### config.mk
export PLATFORM = sky130hd
export DESIGN_NAME = alu_issue_wb
export DESIGN_NICKNAME = d
export VERILOG_FILES = /design/src/rtl/alu_pkg.sv /design/src/rtl/fu_regfile.sv /design/src/rtl/alu_issue_wb.sv
export SDC_FILE = /design/constraint.sdc
export NUM_CORES = 1
export LEC_CHECK = 0
export ABC_CLOCK_PERIOD_IN_PS = 12330
export CAP_MARGIN = 30
export CORE_MARGIN = 4
export CORE_UTILIZATION = 51
export DETAILED_ROUTE_END_ITERATION = 7
export PLACE_DENSITY = 0.77
export SETUP_SLACK_MARGIN = 0.2
export SLEW_MARGIN = 20
export SYNTH_ARGS = -nofsm -noshare
export SYNTH_HDL_FRONTEND = slang
export SYNTH_SLANG_ARGS = --single-unit
### constraint.sdc
create_clock -name clk -period 12.33 [get_ports clk]
set_input_delay 2.466 -clock clk [delete_from_list [all_inputs] [get_ports clk]]
set_output_delay 2.466 -clock clk [all_outputs]
set_load 0.01 [all_outputs]
### src/rtl/alu_pkg.sv
// Shared types and Gselect opcode constants for the ALU issue/writeback block.
package alu_pkg;

    localparam int REG_AW = 3;

    typedef enum logic [1:0] {
        ST_IDLE = 2'd0,
        ST_EXEC = 2'd1,
        ST_WB   = 2'd2
    } state_t;

    // Gselect encoding {S2,S1,S0,Cin} understood by the external ALU
    localparam logic [3:0] GSEL_INC = 4'b0001;
    localparam logic [3:0] GSEL_ADD = 4'b0010;
    localparam logic [3:0] GSEL_SUB = 4'b0101;
    localparam logic [3:0] GSEL_AND = 4'b1000;
    localparam logic [3:0] GSEL_OR  = 4'b1010;
    localparam logic [3:0] GSEL_XOR = 4'b1100;
    localparam logic [3:0] GSEL_NOT = 4'b1110;

endpackage

### src/rtl/fu_regfile.sv
// Register file: two asynchronous operand read ports, an asynchronous debug tap,
// one synchronous write port. Register 0 is hardwired to zero.
module fu_regfile
    import alu_pkg::*;
#(
    parameter int W    = 32,
    parameter int NREG = 8
) (
    input  logic              clk,
    input  logic              rst,
    input  logic [REG_AW-1:0] ra_addr,
    output logic [W-1:0]      ra_data,
    input  logic [REG_AW-1:0] rb_addr,
    output logic [W-1:0]      rb_data,
    input  logic [REG_AW-1:0] dbg_addr,
    output logic [W-1:0]      dbg_data,
    input  logic              we,
    input  logic [REG_AW-1:0] waddr,
    input  logic [W-1:0]      wdata
);

    logic [NREG-1:0][W-1:0] regs_q;
    logic [NREG-1:0][W-1:0] regs_d;

    always_comb begin
        regs_d = regs_q;
        if (we && (waddr != '0)) begin
            regs_d[waddr] = wdata;
        end
        regs_d[0] = '0;
    end

    always_ff @(posedge clk or posedge rst) begin
        if (rst) begin
            regs_q <= '0;
        end else begin
            regs_q <= regs_d;
        end
    end

    // No write-to-read bypass: a write becomes visible the cycle after its edge
    assign ra_data  = regs_q[ra_addr];
    assign rb_data  = regs_q[rb_addr];
    assign dbg_data = regs_q[dbg_addr];

endmodule

### src/rtl/alu_issue_wb.sv
// Issues one register/immediate op to an external ALU, captures its result and
// flags, then writes back: a fixed three-cycle IDLE -> EXEC -> WB sequence.
module alu_issue_wb
    import alu_pkg::*;
#(
    parameter int W    = 32,
    parameter int NREG = 8
) (
    input  logic              clk,
    input  logic              rst,
    input  logic              req_valid,
    output logic              req_ready,
    input  logic [REG_AW-1:0] req_sa,
    input  logic [REG_AW-1:0] req_sb,
    input  logic [REG_AW-1:0] req_dst,
    input  logic [3:0]        req_gsel,
    input  logic              req_use_const,
    input  logic [W-1:0]      req_const,
    output logic [W-1:0]      alu_a,
    output logic [W-1:0]      alu_b,
    output logic [3:0]        alu_gsel,
    input  logic [W-1:0]      alu_g,
    input  logic              alu_z,
    input  logic              alu_n,
    input  logic              alu_c,
    input  logic              alu_v,
    output logic              wb_valid,
    output logic [REG_AW-1:0] wb_dst,
    output logic [W-1:0]      wb_data,
    output logic [3:0]        status,
    input  logic [REG_AW-1:0] dbg_addr,
    output logic [W-1:0]      dbg_data
);

    state_t              state_q, state_d;
    logic [W-1:0]        alu_a_q, alu_a_d;
    logic [W-1:0]        alu_b_q, alu_b_d;
    logic [3:0]          alu_gsel_q, alu_gsel_d;
    logic [REG_AW-1:0]   dst_q, dst_d;
    logic [W-1:0]        res_q, res_d;
    logic [3:0]          flags_q, flags_d;
    logic [3:0]          status_q, status_d;
    logic [W-1:0]        rf_a_data, rf_b_data;
    logic                accept;
    logic                rf_we;

    fu_regfile #(.W(W), .NREG(NREG)) u_regfile (
        .clk      (clk),
        .rst      (rst),
        .ra_addr  (req_sa),
        .ra_data  (rf_a_data),
        .rb_addr  (req_sb),
        .rb_data  (rf_b_data),
        .dbg_addr (dbg_addr),
        .dbg_data (dbg_data),
        .we       (rf_we),
        .waddr    (dst_q),
        .wdata    (res_q)
    );

    always_ff @(posedge clk or posedge rst) begin
        if (rst) begin
            state_q <= ST_IDLE;
        end else begin
            state_q <= state_d;
        end
    end

    always_comb begin
        state_d = state_q;
        unique case (state_q)
            ST_IDLE: if (accept) state_d = ST_EXEC;
            ST_EXEC: state_d = ST_WB;
            ST_WB:   state_d = ST_IDLE;
            default: state_d = ST_IDLE;
        endcase
    end

    always_comb begin
        req_ready = (state_q == ST_IDLE);
        wb_valid  = (state_q == ST_WB);
        rf_we     = (state_q == ST_WB);
    end

    assign accept = req_valid && req_ready;

    // Operands are latched only on accept and held for the rest of the op
    always_comb begin
        alu_a_d    = alu_a_q;
        alu_b_d    = alu_b_q;
        alu_gsel_d = alu_gsel_q;
        dst_d      = dst_q;
        res_d      = res_q;
        flags_d    = flags_q;
        status_d   = status_q;
        if (accept) begin
            alu_a_d    = rf_a_data;
            alu_b_d    = req_use_const ? req_const : rf_b_data;
            alu_gsel_d = req_gsel;
            dst_d      = req_dst;
        end
        if (state_q == ST_EXEC) begin
            res_d   = alu_g;
            flags_d = {alu_z, alu_n, alu_c, alu_v};
        end
        if (state_q == ST_WB) begin
            status_d = flags_q;
        end
    end

    always_ff @(posedge clk or posedge rst) begin
        if (rst) begin
            alu_a_q    <= '0;
            alu_b_q    <= '0;
            alu_gsel_q <= '0;
            dst_q      <= '0;
            res_q      <= '0;
            flags_q    <= '0;
            status_q   <= '0;
        end else begin
            alu_a_q    <= alu_a_d;
            alu_b_q    <= alu_b_d;
            alu_gsel_q <= alu_gsel_d;
            dst_q      <= dst_d;
            res_q      <= res_d;
            flags_q    <= flags_d;
            status_q   <= status_d;
        end
    end

    assign alu_a    = alu_a_q;
    assign alu_b    = alu_b_q;
    assign alu_gsel = alu_gsel_q;
    assign wb_dst   = dst_q;
    assign wb_data  = res_q;
    assign status   = status_q;

endmodule

# Yosys cells after proc, flatten, opt, wreduce, memory -nomap -nowiden
# Cells that the tools add are included.
[classes]
reduce_logical = 5
n_lt_le_gt_ge = 5
eq_ne = 3
n_mux = 12
[ops]
columns = ["cell", "count"]
rows = [
  ["$bmux W32 S3", 3],
  ["$bwmux W256", 1],
  ["$mux W32", 5],
  ["$demux W32 S3", 1],
  ["$lt A3 B4 Y1 const B", 4],
  ["$pmux W2 S2", 1],
  ["$ge A3 B1 Y1 const B", 1],
  ["$logic_and A1 B1 Y1", 3],
  ["$reduce_bool A3 Y1", 1],
  ["$eq A2 B1 Y1 const B", 1],
  ["$eq A2 B2 Y1 const B", 1],
  ["$logic_not A2 Y1", 1],
  ["$mux W2", 1],
  ["$ne A2 B1 Y1 const B", 1],
]
[totals]
register_bits = 337
out_inout_bits = 141
wordCells = 40
in_bits = 88

# Longest topological paths before layout
# Gate-level depths: netlist (run 1).
[depth]
ltp_word = 5
depth_mapped = 7
ltp_nobuf = 4

# Cells and area by module
# A second synthesis (run 1) with hierarchy kept.
[hier_totals]
cells_unflattened = 1339
area_unflattened_um2 = 19019.5
[by_module_without_submodules]
columns = ["mod", "area_each_um2", "cells_per_inst", "n_inst", "seq_area_each_um2"]
rows = [
  ["fu_regfile", 14044.7, 1060, 1, 5605.4],
  ["alu_issue_wb", 4974.8, 279, 1, 2827.7],
]

# Worst setup path after synthesis (run 1)
# No wires, ideal clock.
[synth_timing]
path_type = "input-to-output"
startpoint = "input dbg_addr[1]"
endpoint = "output dbg_data[0]"
arrival_time_ps = 3717
cell_stages = 5
n_path_buf = 2
required_ps = 9864
setup_slack_ps = 6147
cell_sequence = "buf_2 -> buf_1 -> mux2_2 -> a221oi_1 -> a21oi_1"
[synth_between]
elab_chain_len = 2
[synth_lines]
columns = ["element", "line", "text"]
rows = [
  ["start, declared", "alu_issue_wb.sv:31", "input logic [REG_AW-1:0] dbg_addr,"],
  ["$bmux W32 S3", "fu_regfile.sv:44", "assign dbg_data = regs_q[dbg_addr];"],
  ["$mux W32 (not written as such)", "fu_regfile.sv:44", ""],
  ["end, declared", "alu_issue_wb.sv:32", "output logic [W-1:0] dbg_data"],
]
# No other way between the ends. The select of a mux whose other input is x is not followed.

# Final worst setup path (run 1)
[layout_timing]
startpoint = "input dbg_addr[0]"
endpoint = "output dbg_data[30]"
# The elaborated chain is that of the path after synthesis.

==> impl_results.md, run 1 <==
* Post-CTS Setup Bufs at 0
* Routed via count at 13600
* Cells after Synth at 1400
* Synthesized net count at 1488
* Leak at 9.45 nW
* Ys Warns at 0
* Post-Route WL at 55.8 mm
* First-pass GRT wire length at 85.2 mm
* Row count at 68
* Filler cells at 2667
* Clock transition at path regs at 50 ps
* Cts bufs inserted at 38
* Outcome: completed
* Min Hold Slack at 468 ps
* CTS Sinks at 337
* Cts repair resizes at 0
* Final Hold Viols at 0
* Seq/Total Area, Yosys at 46.6%
* Remaining Overflow, GRT at 0
* Hpwl dp at 32.5 mm
* Pwr/cell area at 225 mW/mm^2
* Final worst setup slack at 4710 ps
* Htree depth at 2
* Max Slew Vio Count at 0
* Area grow syn2layout at 21.7%
* WP data required at 9860 ps
* Max Clock Skew at 22.8 ps
* Proportion of layout cells with a drive suffix above 1 at 33.0%
* Clock Latency Late Sink at 530 ps
* Detail Route Antenna Nets at 0
* Startpoint Class: input port
* Die Y at 196 um
* RSZ-0062 raised after global routing: no
* CP bufs+invs at 4
* DR vias/cell at 6.64
* Buffer levels on the longest clock path at 3
* CP peak stage delay at 680 ps
* Ys flop type: dfrtp_1
* Initial antenna violation count at 0
* Most used cell, CP: buf_4
* Post-layout power at 4.96 mW
* Clk root buf: clkbuf_16
* Tcrit/Tclk final at 61.8%
* Number of global-route vias before repair at 14100
* Initial drt markers at 1309
* Peak supply drop at 120 uV
* Avg Cell Area, Syn at 12.9 um^2
* DR DRC count at 0
* Routability cong. at 0.819
* Dominant cell type by area after synthesis: dfrtp_1
* Number of synthesized flops with an enable pin at 0
* Worst Setup Path Type: input port to output pin
* Max-Cap Viols at 0
* Die area at 0.0386 mm^2
* Dpl ws at 4780 ps
* Slew @ Worst Pin at 1020 ps
* Starting density of the core at 52.0%
* Routed length per instance at 27.2 um
* GRT Util Overall at 28.3%
* Setup violations, final at 0
* Final Net Count at 1658
* Largest net degree at the start of global routing at 146
* CP Capture Type: output pin
* Crit path max fanout at 40
* CP top delay family: buffers and inverters
* Port-buffer cells at 228
* Synth cell count leaders: 337 x dfrtp_1, 322 x mux2_2, 94 x mux2i_1
* Chip width at 196 um
* HP Class: register to register
* IO Count at 229
* Fraction of registers with async set/reset at 100%
* Peak Freq at 131 MHz
* Max_slew headroom at 32.3%
* Min cycle time layout at 7620 ps
* Top cell type's share of synthesized area at 46.6%
* DRT Pass-1 Iters at 5
* Core Box Area at 0.0348 mm^2
* # hold bufs at CTS at 0
* Syn Std Cell Area at 0.0181 mm^2
* Top-count cell post-synth: dfrtp_1
* WP data arrival at 5150 ps
* CTS tree: done
* Final setup TNS at 0 ps
* Cell variety after synth at 36
* Critical-path cell list: buf_4 -> buf_4 -> nor2b_4 -> buf_16 -> a221oi_1 -> a21oi_1 -> clkdlybuf4s50_1
* Antenna diodes at 0
* Post-Route Utilization at 63.3%
* #FFs+latches synth at 337
* Slowest CP cell: nor2b_4
* Area contributors post-synth: dfrtp_1 47%, mux2_2 20%, mux4_2 6.2%
-- routing by layer --
| layer | GRT usage, % | vias up | share of wire, % |
|---|---|---|---|
| met2 | 44.9 | 739 | 47 |
| li1 | - | 5719 | - |
| met1 | 39.5 | 7025 | 42 |
| met4 | 8.38 | 0 | 3.0 |
| met5 | 0 | - | 0 |
| met3 | 6.29 | 134 | 8.3 |
-- worst register-to-register path: cells and delay by family, from the launching register on --
| kind | cells | cell delay (ps) |
|---|---|---|
| flops | 1 | 420 |
| buf+inv | 2 | 1360 |
| compound gates | 2 | 560 |
| simple gates | 1 | 520 |
-- registers in the layout (all words and copies together) (netlist names) --
name	count
wb_dst	3
state_q	2
alu_b	32
status	4
alu_a	32
alu_gsel	4
wb_data	32
flags_q	4
u_regfile.regs_q	224
-- worst paths after layout --
path / from / cells after the start / slack [ps] / endpoint
max: dbg_addr[0] / 7 / 4710 / dbg_data[30]
min: alu_gsel[2]$_DFFE_PP0P_ / 2 / 470 / alu_gsel[2]$_DFFE_PP0P_
min in group asynchronous: rst / 2 / 2500 / wb_data[10]$_DFFE_PP0N_
max reg2reg: state_q[1]$_DFFE_PP0P_ / 5 / 9360 / alu_a[24]$_DFFE_PP0P_
min reg2reg: alu_gsel[2]$_DFFE_PP0P_ / 2 / 470 / alu_gsel[2]$_DFFE_PP0P_
max in group asynchronous: rst / 3 / 8480 / alu_a[27]$_DFFE_PP0P_
-- layout make-up --
class / instances / area, um^2 / area share (%)
repair buffers: 260 / 2620 / 11.9
clock inverters: 9 / 174 / 0.789
clock buffers: 57 / 1100 / 5.01
multi-input cells: 900 / 9010 / 40.9
inverters: 33 / 134 / 0.607
well taps: 455 / 569 / 2.58
flip-flops and latches: 337 / 8430 / 38.3
-- cells in the final DEF (no fill, tap or decap), types with 31 or more instances in the layout --
cell type / count
dfrtp_1: 337
mux2_2: 322
clkdlybuf4s50_1: 218
mux2i_1: 94
mux4_2: 50
a221oi_1: 49
o221ai_1: 46
a22oi_1: 45
nor2_1: 45
nand2_1: 42
clkbuf_16: 39
a21oi_1: 33
o22a_1: 32
inv_1: 31
-- report_power, final --
part	switching (mW)	leakage [nW]	internal (mW)
clock	0.447	0.625	0.721
combinational	0.630	4.61	1.06
sequential	0.526	4.22	1.58
-- logic make-up after synthesis --
family | after synthesis | synth area share, %
AO/OA/AOI/OAI | 240 | 10.8
flip-flops | 337 | 46.6
multiplexers | 502 | 34.3
AND/OR/NAND/NOR | 158 | 4.30
buffers and inverters | 163 | 4.06
-- metrics by stage --
step	instances	instance area, um^2
6_report	2051	22000
5_1_grt	2051	22000
4_1_cts	2049	22000
3_5_place_dp	1983	20700
3_3_place_gp	1976	20600
2_1_floorplan	1400	18100
(Power assumes the default switching activity.)
==> run 2: changes to the inputs <==
- ABC_CLOCK_PERIOD_IN_PS: 12330 -> 7300
- CORE_UTILIZATION: 51 -> 55
- PLACE_DENSITY: 0.77 -> 0.79
- clock period: 12.33 -> 7.3 ns (I/O delays scaled with it)
==> run 2 against run 1 <==
Compared with the run above:
- via count up 0.18%
- die area down 7.0%
- cell count down 0.49%
- total power up 71%
- largest power group unchanged
- first-iteration DRC count up 17%
- wire length down 1.1%
- count of clock-buffer cells in the layout down 5
- register-to-register slack worse by 4800 ps
- combinational power up 69%
==> impl_results.md, run 2 (synthesis results as in run 1) <==
* Int Power at 5.76 mW (+71%)
* Buffer levels on the longest clock path at 3 (unchanged)
* Hold path depth at 2 (unchanged)
* Dpl ws at 1880 ps (-2900 ps)
* Pwr/cell area at 385 mW/mm^2 (+71%)
* Commonest non-fill, non-tap cell in the layout: dfrtp_1
* GRT Util Overall at 30.2% (+1.9 points)
* Cts bufs inserted at 38 (unchanged)
* Hold path startpoint: alu_gsel[0]$_DFFE_PP0P_
* Reg-to-Reg End: alu_b[7]$_DFFE_PP0P_
* Chip width at 189 um (-3.6%)
* CTS Sinks at 337 (unchanged)
* Reg power frac at 42.1% (-0.4 points)
* Outcome: completed
* Largest net degree at the start of global routing at 187 (+28%)
* First-pass GRT wire length at 84.6 mm (-0.68%)
* Switching pwr at 2.75 mW (+71%)
* Routed length per instance at 27.1 um (-0.59%)
* CP Capture Type: output pin
* Number of global-route vias before repair at 14100 (+0.38%)
* Startpoint Class: input port
* GR Layer Usage met2 at 48.1% (+3.2 points)
* Detail Route Antenna Nets at 0 (unchanged)
* Area grow syn2layout at 22.1%
* Antenna diodes at 0 (unchanged)
* Max Slew Vio Count at 0 (unchanged)
* Post-Route WL at 55.2 mm (-1.1%)
* Slew @ Worst Pin at 1040 ps (+27.7 ps)
* Combinational Power Share at 33.6% (-0.4 points)
* Max FFs per register at 224 (unchanged)
* CTS tree: done
* Hpwl dp at 32.2 mm (-0.80%)
* Cells on worst reg2reg path at 5 (unchanged)
* Final setup TNS at 0 ps (unchanged)
* Cts repair resizes at 0 (unchanged)
* WP data arrival at 3930 ps (-1220 ps)
* Die Y at 189 um (-3.6%)
* Routing usage on met1 at 42.3% (+2.8 points)
* Filler cells at 2418 (-9.3%)
* Final Hold Viols at 0 (unchanged)
* IO Count at 229 (unchanged)
* Met3 usage at 6.29% (about the same)
* Die area at 0.0359 mm^2 (-7.0%)
* Worst Setup Path Type: input port to output pin
* Most flop-heavy register: u_regfile.regs_q
* Final Net Count at 1659 (+0.060%)
* HP Class: register to register
* Proportion of layout cells with a drive suffix above 1 at 33.5% (+0.50 points)
* DR vias/cell at 6.68 (+0.67%)
* Port-buffer cells at 228 (unchanged)
* Setup violations, final at 0 (unchanged)
* Leak at 9.49 nW (+0.36%)
* Final worst setup slack at 1910 ps (-2800 ps)
* WP data required at 5840 ps (-4020 ps)
* Max Clock Skew at 13.6 ps (-9.17 ps)
* DRT Pass-1 Iters at 5 (unchanged)
* Switching share of power at 32.3% (about the same)
* R2R setup slack at 4520 ps (-4840 ps)
* Max_slew headroom at 30.2% (-2.1 points)
* Reg-to-reg startpoint: state_q[0]$_DFFE_PP0P_
* Remaining Overflow, GRT at 0 (unchanged)
* Grt peak-use layer: met2
* Post-CTS Setup Bufs at 0 (unchanged)
* Core Box Area at 0.0325 mm^2 (-6.5%)
* Hold EP: alu_gsel[0]$_DFFE_PP0P_
* Starting density of the core at 55.7% (+3.6 points)
* Tcrit/Tclk final at 73.8%
* Crit path max fanout at 34 (-15%)
* Clock Latency Late Sink at 520 ps (about the same)
* Clock transition at path regs at 60 ps (about the same)
* DR DRC count at 0 (unchanged)
* Clk root buf: clkbuf_16
* Min cycle time layout at 5390 ps
* Max-Cap Viols at 0 (unchanged)
* Most frequent cells in the layout: 337 x dfrtp_1, 322 x mux2_2, 218 x clkdlybuf4s50_1
* RSZ-0062 raised after global routing: no
* Peak supply drop at 230 uV (+92%)
* Initial antenna violation count at 0 (unchanged)
* Clock share of power at 24.4% (+0.9 points)
* Htree depth at 2 (unchanged)
* Initial drt markers at 1536 (+17%)
* Row count at 66 (-2.9%)
* # hold bufs at CTS at 0 (unchanged)
* Peak Freq at 186 MHz
* Routability cong. at 0.834 (+1.9%)
* Routed via count at 13600 (+0.18%)
## run 2: cell types whose count changed in the layout (fill, tap and decap cells not counted)
| cell | before | now |
|---|---|---|
| clkbuf_1 | 12 | 6 |
| clkinv_2 | 3 | 6 |
| clkinvlp_4 | 0 | 3 |
| buf_12 | 2 | 4 |
| buf_4 | 26 | 28 |
| buf_6 | 2 | 0 |
| bufinv_16 | 5 | 7 |
| buf_16 | 5 | 4 |
| clkbuf_8 | 6 | 7 |
| inv_8 | 1 | 0 |
| nor2b_2 | 1 | 2 |
| nor2b_4 | 5 | 4 |
## run 2: final cells by class
| cell class | instances | area (um^2) | area share, % |
|---|---|---|---|
| Multi-Input combinational cell | 900 | 9000 | 40.7 |
| Inverter | 33 | 130 | 0.589 |
| Tap cell | 442 | 553 | 2.50 |
| Clock buffer | 52 | 1090 | 4.95 |
| Timing Repair Buffer | 261 | 2630 | 11.9 |
| Clock inverter | 16 | 264 | 1.19 |
| Sequential cell | 337 | 8430 | 38.2 |
## run 2: stage by stage
stage                     hold WS [ps]  power (mW)  util [%]  cells  area, um^2
after global placement             466        6.24      63.3   1966       20600
final                              487        8.50      67.9   2041       22100
after floorplan                    475        5.18         -   1400       18100
after detailed placement           466        6.37      63.4   1969       20600
after global routing               509        8.91      67.9   2041       22100
after CTS                          488        8.48      67.6   2037       22000
## run 2: metal layers
layer / up-vias / wire length (um)
met5: - / 0
met4: 0 / 1490
met3: 129 / 4970
met2: 773 / 26200
met1: 7029 / 22500
li1: 5711 / -
## run 2: worst max-delay path, cell delays in order
cell	delay, ps
buf_4	460
buf_4	620
mux2_2	420
a221oi_1	300
a21oi_1	140
clkdlybuf4s50_1	510
## run 2: power by group through the flow
stage	logic (mW)	clock network, mW	registers [mW]
2_1_floorplan	1.82	0	3.35
3_3_place_gp	2.75	0	3.50
3_5_place_dp	2.83	0	3.55
4_1_cts	2.86	2.09	3.53
5_1_grt	3.06	2.17	3.68
6_report	2.85	2.07	3.58
## run 2: worst max-delay path by stage
stage,startpoint,to,slack [ps],depth (start not counted)
finish,dbg_addr[1],dbg_data[30],1910,6
global route,dbg_addr[1],dbg_data[29],1730,6
CTS,dbg_addr[1],dbg_data[29],1840,6
detailed placement,dbg_addr[1],dbg_data[30],1880,6
global placement,dbg_addr[1],dbg_data[21],1780,5
floorplan,rst,alu_a[0]$_DFFE_PP0P_,1340,1
